<file path="src/rtl/gray_counter_multi.sv">
// rtl/gray_counter_multi.sv - multi-channel binary/Gray up/down counter bank
//
// Ports:
//   clk_counter      counter clock, all state updates on its rising edge
//   reset_counter_n  asynchronous active-low reset
//   clear            per-channel synchronous clear to 0 (highest priority)
//   load             per-channel synchronous load of its load_value slice
//   load_value       load data, channel i uses [i*WIDTH +: WIDTH]
//   ce               per-channel count enable
//   dir              per-channel direction, 1 = up, 0 = down
//   saturate         per-channel limit mode, 1 = hold at limit, 0 = wrap
//   binary_out       registered binary count per channel
//   gray_out         registered Gray code of binary_out, same edge
//   tc_pulse         one-cycle pulse when a step starts at the terminal value
//   load_clamped     one-cycle pulse when a load exceeded MAX_VALUE
module gray_counter_multi #(
    parameter int WIDTH     = 8,
    parameter int NUM_CH    = 4,
    parameter int MAX_VALUE = 2**WIDTH - 1
) (
    input  logic                     clk_counter,
    input  logic                     reset_counter_n,
    input  logic [NUM_CH-1:0]        clear,
    input  logic [NUM_CH-1:0]        load,
    input  logic [NUM_CH*WIDTH-1:0]  load_value,
    input  logic [NUM_CH-1:0]        ce,
    input  logic [NUM_CH-1:0]        dir,
    input  logic [NUM_CH-1:0]        saturate,
    output logic [NUM_CH*WIDTH-1:0]  binary_out,
    output logic [NUM_CH*WIDTH-1:0]  gray_out,
    output logic [NUM_CH-1:0]        tc_pulse,
    output logic [NUM_CH-1:0]        load_clamped
);

    localparam logic [WIDTH-1:0] MAX_W = WIDTH'(MAX_VALUE);
    localparam logic [WIDTH-1:0] ONE_W = WIDTH'(1);

    for (genvar i = 0; i < NUM_CH; i++) begin : g_ch
        logic [WIDTH-1:0] bin_q, bin_d;
        logic [WIDTH-1:0] gray_q, gray_d;
        logic             tc_q, tc_d;
        logic             clamp_q, clamp_d;
        logic [WIDTH-1:0] ld_val;

        assign ld_val = load_value[i*WIDTH +: WIDTH];

        always_comb begin
            bin_d   = bin_q;
            tc_d    = 1'b0;
            clamp_d = 1'b0;
            if (clear[i]) begin
                bin_d = '0;
            end else if (load[i]) begin
                // Zero-extended compare so the test stays meaningful even
                // when MAX_VALUE is the full WIDTH-bit range.
                if ({1'b0, ld_val} > {1'b0, MAX_W}) begin
                    bin_d   = MAX_W;
                    clamp_d = 1'b1;
                end else begin
                    bin_d = ld_val;
                end
            end else if (ce[i]) begin
                if (dir[i]) begin
                    if (bin_q == MAX_W) begin
                        tc_d  = 1'b1;
                        bin_d = saturate[i] ? MAX_W : '0;
                    end else begin
                        bin_d = bin_q + ONE_W;
                    end
                end else begin
                    if (bin_q == '0) begin
                        tc_d  = 1'b1;
                        bin_d = saturate[i] ? '0 : MAX_W;
                    end else begin
                        bin_d = bin_q - ONE_W;
                    end
                end
            end
            // Gray derived from the next binary value so both land together.
            gray_d = bin_d ^ (bin_d >> 1);
        end

        always_ff @(posedge clk_counter or negedge reset_counter_n) begin
            if (!reset_counter_n) begin
                bin_q   <= '0;
                gray_q  <= '0;
                tc_q    <= 1'b0;
                clamp_q <= 1'b0;
            end else begin
                bin_q   <= bin_d;
                gray_q  <= gray_d;
                tc_q    <= tc_d;
                clamp_q <= clamp_d;
            end
        end

        assign binary_out[i*WIDTH +: WIDTH] = bin_q;
        assign gray_out[i*WIDTH +: WIDTH]   = gray_q;
        assign tc_pulse[i]                  = tc_q;
        assign load_clamped[i]              = clamp_q;
    end

endmodule

</file>
<file path="config.mk">
export PLATFORM = sky130hd
export DESIGN_NAME = gray_counter_multi
export DESIGN_NICKNAME = d
export VERILOG_FILES = /design/src/rtl/gray_counter_multi.sv
export SDC_FILE = /design/constraint.sdc
export NUM_CORES = 1
export LEC_CHECK = 0
export CORE_MARGIN = 4
export CORE_UTILIZATION = 50
export DETAILED_ROUTE_END_ITERATION = 8
export HOLD_SLACK_MARGIN = 0.08
export PLACE_DENSITY = 0.87
export SYNTH_ARGS = -nofsm -noshare
export SYNTH_HDL_FRONTEND = slang
export SYNTH_SLANG_ARGS = --single-unit
export TNS_END_PERCENT = 50
</file>
<file path="constraint.sdc">
create_clock -name clk_counter -period 3.69 [get_ports clk_counter]
set_input_delay 1.107 -clock clk_counter [delete_from_list [all_inputs] [get_ports clk_counter]]
set_output_delay 1.107 -clock clk_counter [all_outputs]
set_load 0.01 [all_outputs]
</file>
==> results.sh, run 1 <==
export IMPL_grt_use_total=0.241
export IMPL_vias=4886
export IMPL_dp_hpwl_um=10400
export IMPL_p_switching_uw=720
export IMPL_outcome="completed"
export IMPL_synthTopCellsByCount="nor2_1, a21oi_1, dfrtp_1"
export IMPL_fill_cells=769
export IMPL_design_area_um2=6330
export IMPL_pin_count=126
export IMPL_grt_pass1_vias=4611
export IMPL_p_comb_frac=0.311
export IMPL_p_int_mw=1.58
export IMPL_hold_violations=0
export IMPL_insertion_delay_ps=330
export IMPL_r2r_end="g_ch[1].gray_q[1]"
export IMPL_drc=0
export IMPL_syn_area_um2=4920
export IMPL_crit_required_ps=3940
export IMPL_rsz0062_at_grt="false"
export IMPL_worstRegToRegCells=8
export IMPL_antenna_found_initial=0
export IMPL_std_cell_rows=35
export IMPL_syn_inst=617
export IMPL_start_util=0.523
export IMPL_tightest_slew_ps=917
export IMPL_crit_family="compound AO/OA/AOI/OAI gates"
export IMPL_ys_seq_area_frac=0.325
export IMPL_port_buffers=121
export IMPL_die_w_um=107
export IMPL_drive_above_1_share=0.0679
export IMPL_die_h_um=107
export IMPL_synth_most_common_cell="nor2_1"
export IMPL_nets=768
export IMPL_p_per_area_nw_per_um2=363
export IMPL_worstSetupEndpoint="g_ch[1].gray_q[2]"
export IMPL_area_growth_pct=28.5
export IMPL_ir_worst_vdd_uv=197
export IMPL_core_um2=9420
export IMPL_grt_overflow=0
export IMPL_yosysWarnings=0
export IMPL_timing_rr_start="g_ch[1].bin_q[0]"
export IMPL_syn_area_per_cell_um2=7.98
export IMPL_cts_buffer_depth=2
export IMPL_crit_path_start="saturate[1]"
export IMPL_async_reset_ff_frac=1.00
export IMPL_end_kind="flop"
export IMPL_clkPwrFrac=0.306
export IMPL_cp_start_kind="primary input"
export IMPL_synth_area_leaders="dfrtp_1, a21oi_1, nor2_1, xnor2_1, xor2_1"
export IMPL_pwr_share_seq=0.383
export IMPL_drtIter0Drc=344
export IMPL_min_path_type="flop to flop"
export IMPL_worstSetupPathType="primary input to flop"
export IMPL_timing_fmax_mhz=337
export IMPL_fin_tns_setup_ps=0
export IMPL_cts_tree="built"
export IMPL_final_seq_area_um2=1600
export IMPL_grt_pass1_wl_um=22700
export IMPL_setup_viol=0
export IMPL_worstPathArrival_ps=3210
export IMPL_cts_root_buf="clkbuf_8"
export IMPL_cts_reportedPaths_clkPinSlew_ps=70
export IMPL_viasPerCell=5.84
export IMPL_wirelength_um=13900
export IMPL_p_leak_nw=2.62
export IMPL_min_period_ps=2970
export IMPL_swShare=0.313
export IMPL_relSlewSlack=0.389
export IMPL_period_share=0.804
export IMPL_cap_viol_max_count=0
export IMPL_grt_max_degree=44
export IMPL_h_tree_depth=3
export IMPL_worst_path_buf_inv=1
export IMPL_ctsResizeCount=0
export IMPL_synth_edff_count=0
export IMPL_firstDrtPassIters=5
export IMPL_multi_input_area_um2=2930
export IMPL_antenna_left=0
export IMPL_wire_per_inst_um=16.6
export IMPL_postCtsSetupBuffers=0
export IMPL_fin_worst_skew_ps=7.06
export IMPL_ys_ff_latch=64
export IMPL_cts_buffers_inserted=9
export IMPL_yosys_area_top_type="dfrtp_1"
export IMPL_ctsHoldBuffers=0
export IMPL_diodes=0
export IMPL_synth_cell_types=65
export IMPL_gp_congestion=0.929
export IMPL_clkSinkCount=64
export IMPL_crit_chain="clkdlybuf4s50_1 > or4b_2 > o21ai_2 > a21oi_1 > o31ai_1 > xor2_1"
export IMPL_r2r_slack_ps=900
export IMPL_cp_num_cells=6
export IMPL_netlist_area_leader_share=0.325
export IMPL_die_area_um2=11500
export IMPL_critPathMaxFanout=6
export IMPL_place_area_um2=6090
export IMPL_drv_slew=0
export IMPL_crit_slowest_cell="or4b_2"
export IMPL_critPathMaxStageDelay_ps=600
export IMPL_synth_ff_type="dfrtp_1"
per-stage QoR:
stage	util	hold slack (ps)	std cells	worst slack (ps)	power, mW
floorplan	-	742	620	908	1.28
global placement	0.646	791	820	423	1.58
detailed placement	0.646	798	820	374	1.60
CTS	0.672	816	836	729	2.31
global route	0.672	860	836	627	2.42
finish	0.672	807	836	723	2.30
routing by layer:
layer	vias up	global-route usage	wire [um]	part of all wire
li1	2351	-	-	-
met1	2271	0.317	5730	0.41
met2	242	0.412	6950	0.50
met3	22	0.0385	1080	0.077
met4	0	0.0621	147	0.011
met5	-	0	0	0
worst reg2reg max path, stage by stage, from the launching register on:
cell and delay [ps]:
dfrtp_1 490, inv_1 120, ha_1 180, or4b_4 510, or4_1 580, a21oi_2 190, a211oi_1 60, or3_4 380
xor2_1 150
how the worst min path moves through the flow:
stage	from	endpoint	slack, ps	cells after the start
floorplan	g_ch[3].bin_q[0]	g_ch[3].bin_q[0]	740	2
global route	g_ch[3].bin_q[0]	g_ch[3].bin_q[0]	860	2
CTS	g_ch[3].bin_q[0]	g_ch[3].bin_q[0]	820	2
detailed placement	g_ch[3].bin_q[0]	g_ch[3].bin_q[0]	800	2
finish	g_ch[3].bin_q[0]	g_ch[3].bin_q[0]	810	2
global placement	g_ch[3].bin_q[0]	g_ch[3].bin_q[0]	790	2
state kept, by name, indices dropped and copies added (netlist names):
register	cells
g_ch.tc_q	4
g_ch.gray_q	28
g_ch.bin_q	32
cells by family after synthesis:
family,synth area share
AND/OR/NAND/NOR,0.234
AO/OA/AOI/OAI,0.214
buffers and inverters,0.0821
flip-flops,0.325
XOR/XNOR,0.0872
adder cells (fa/ha/maj),0.0305
multiplexers,0.0269
other,0.000762
power by group through the flow:
| stage | Sequential, mW | Combinational (mW) | Clock, mW |
|---|---|---|---|
| global route | 0.896 | 0.780 | 0.745 |
| global placement | 0.890 | 0.693 | 0 |
| detailed placement | 0.891 | 0.710 | 0 |
| CTS | 0.879 | 0.714 | 0.718 |
| finish | 0.881 | 0.715 | 0.702 |
| floorplan | 0.867 | 0.415 | 0 |
cell type report:
class	count	area share
clock buffers	12	0.0261
clock inverters	4	0.0119
inverters	34	0.0202
multi-input cells	464	0.463
flip-flops and latches	64	0.253
well taps	129	0.0255
repair buffers	129	0.200
placed cells by master, fill, tap and decap left out, types with 3 or more instances in the layout:
cell type,count
inv_1,34
buf_4,8
nor2b_1,5
or3_1,12
a31oi_1,7
and4_1,6
a31o_2,3
clkdlybuf4s50_1,120
xor2_1,22
dfrtp_1,64
xnor2_1,27
nand2b_1,8
nor3b_1,8
clkbuf_8,12
mux2_2,10
a311oi_1,4
conb_1,4
nor2_1,71
and3_1,9
a221oi_1,4
or4_1,3
a211o_1,6
nand2_1,39
nor4_1,7
nand4_1,6
o31a_1,3
a21oi_1,64
o211ai_1,7
nor3_1,17
nand3b_1,3
ha_1,12
nand3_1,19
o31ai_1,9
o21ai_0,21
a211oi_1,11
or2_2,3
No activity file was read; power rests on OpenSTA's default activity.
==> run 2: changes to the inputs <==
==> constraint.sdc (replaced) <==
create_clock -name clk_counter -period 3.06 [get_ports clk_counter]
set_input_delay 0.918 -clock clk_counter [delete_from_list [all_inputs] [get_ports clk_counter]]
set_output_delay 0.918 -clock clk_counter [all_outputs]
set_load 0.01 [all_outputs]
==> results.sh, run 2 (synthesis results as in run 1) <==
export IMPL_drive_above_1_share=0.0971
export IMPL_crit_required_ps=3310
export IMPL_fin_tns_setup_ps=0
export IMPL_final_common_cell="clkdlybuf4s50_1"
export IMPL_most_common_layout_cells="clkdlybuf4s50_1, nor2_1, a21oi_1, dfrtp_1, nand2_1"
export IMPL_ctsResizeCount=0
export IMPL_start_util=0.523
export IMPL_ir_worst_vdd_uv=269
export IMPL_cts_root_buf="clkbuf_8"
export IMPL_worstRegToRegCells=8
export IMPL_h_tree_depth=3
export IMPL_grt_pass1_vias=4894
export IMPL_fill_cells=740
export IMPL_outcome="completed"
export IMPL_postCtsSetupBuffers=0
export IMPL_fin_worst_skew_ps=14.7
export IMPL_gp_congestion=0.923
export IMPL_drc=0
export IMPL_core_um2=9420
export IMPL_grt_max_degree=37
export IMPL_dp_hpwl_um=10700
export IMPL_largest_reg_flops=32
export IMPL_die_area_um2=11500
export IMPL_finalWorstSetupSlack_ps=344
export IMPL_wirelength_um=14300
export IMPL_final_seq_area_um2=1600
export IMPL_crit_slowest_cell="or4_1"
export IMPL_die_w_um=107
export IMPL_std_cell_rows=35
export IMPL_min_path_type="primary input to async pin"
export IMPL_crit_chain="inv_1 > ha_1 > or4b_4 > or4_1 > a21oi_2 > a211oi_1 > or3_4 > xnor2_1"
export IMPL_hold_violations=0
export IMPL_area_growth_pct=31.5
export IMPL_rsz0062_at_grt="false"
export IMPL_timing_fmax_mhz=368
export IMPL_worstSetupPathType="flop to flop"
export IMPL_nets=792
export IMPL_tightest_slew_ps=657
export IMPL_cts_tree="built"
export IMPL_p_leak_nw=2.73
export IMPL_largest_register="g_ch.bin_q"
export IMPL_grt_use_total=0.247
export IMPL_worst_path_buf_inv=1
export IMPL_end_kind="flop"
export IMPL_insertion_delay_ps=340
export IMPL_pre_cts_ws_ps=29.3
export IMPL_cts_reportedPaths_clkPinSlew_ps=80
export IMPL_antenna_found_initial=0
export IMPL_ctsHoldBuffers=0
export IMPL_critPathMaxStageDelay_ps=580
export IMPL_critPathMaxFanout=6
export IMPL_min_period_ps=2720
export IMPL_design_area_um2=6480
export IMPL_vias=5065
export IMPL_port_buffers=121
export IMPL_multi_input_area_um2=2930
export IMPL_pin_count=126
export IMPL_top_regs="g_ch.bin_q: 32 flops, g_ch.gray_q: 28 flops, g_ch.tc_q: 4 flops"
export IMPL_relSlewSlack=0.562
export IMPL_diodes=0
export IMPL_cp_start_kind="flop"
export IMPL_drv_slew=0
export IMPL_setup_viol=0
export IMPL_antenna_left=0
export IMPL_place_area_um2=6280
export IMPL_p_per_area_nw_per_um2=417
export IMPL_wire_per_inst_um=16.7
export IMPL_die_h_um=107
export IMPL_worstPathArrival_ps=2970
export IMPL_grt_pass1_wl_um=23300
export IMPL_period_share=0.887
export IMPL_grt_overflow=0
export IMPL_cp_num_cells=8
export IMPL_timing_hold_ws_ps=609
export IMPL_power_total_mw=2.70
export IMPL_clkSinkCount=64
export IMPL_cap_viol_max_count=0
export IMPL_viasPerCell=5.89
export IMPL_crit_family="simple AND/OR/NAND/NOR gates"
export IMPL_drtIter0Drc=346
export IMPL_cts_buffers_inserted=9
export IMPL_firstDrtPassIters=5
export IMPL_cts_buffer_depth=2
-- run 2: final timing paths --
check / start / end / slack [ps]
setup / recovery: g_ch[1].bin_q[0] / g_ch[1].gray_q[0] / 340
hold / removal: reset_counter_n / g_ch[1].bin_q[6] / 610
setup reg to reg: g_ch[1].bin_q[0] / g_ch[1].gray_q[0] / 340
hold reg to reg: g_ch[3].bin_q[0] / g_ch[3].bin_q[0] / 840
max in group asynchronous: reset_counter_n / g_ch[0].gray_q[2] / 1820
min in group clk_counter: g_ch[3].bin_q[0] / g_ch[3].bin_q[0] / 840
-- run 2: layout make-up --
type	instances	area share
Multi-Input combinational cell	464	0.452
Sequential cell	64	0.247
Timing Repair Buffer	153	0.225
Tap cell	129	0.0249
Clock buffer	11	0.0218
Inverter	34	0.0197
Clock inverter	5	0.00869
-- run 2: report_power, final --
group	internal, mW	leakage (nW)	switching [mW]
Clock	0.398	0.0993	0.333
Sequential	0.934	0.825	0.110
Combinational	0.475	1.80	0.450
Total	1.81	2.73	0.892
-- run 2: metrics by stage --
stage                util  cells
finish              0.688    860
global route        0.688    860
global placement    0.667    844
CTS                 0.688    860
floorplan               -    620
detailed placement  0.667    844
-- run 2: worst reg2reg max path, stage by stage (launching register included) --
cell and delay (ps):
dfrtp_1 410, inv_1 100, ha_1 200, or4b_4 520
or4_1 590, a21oi_2 200, a211oi_1 70, or3_4 370
xnor2_1 190
-- run 2: layer usage --
layer	global-route usage	share of wire	vias to the layer above
li1	-	-	2397
met3	0.0361	0.072	22
met2	0.412	0.49	269
met4	0.0858	0.014	0
met1	0.327	0.42	2377
met5	0	0	-
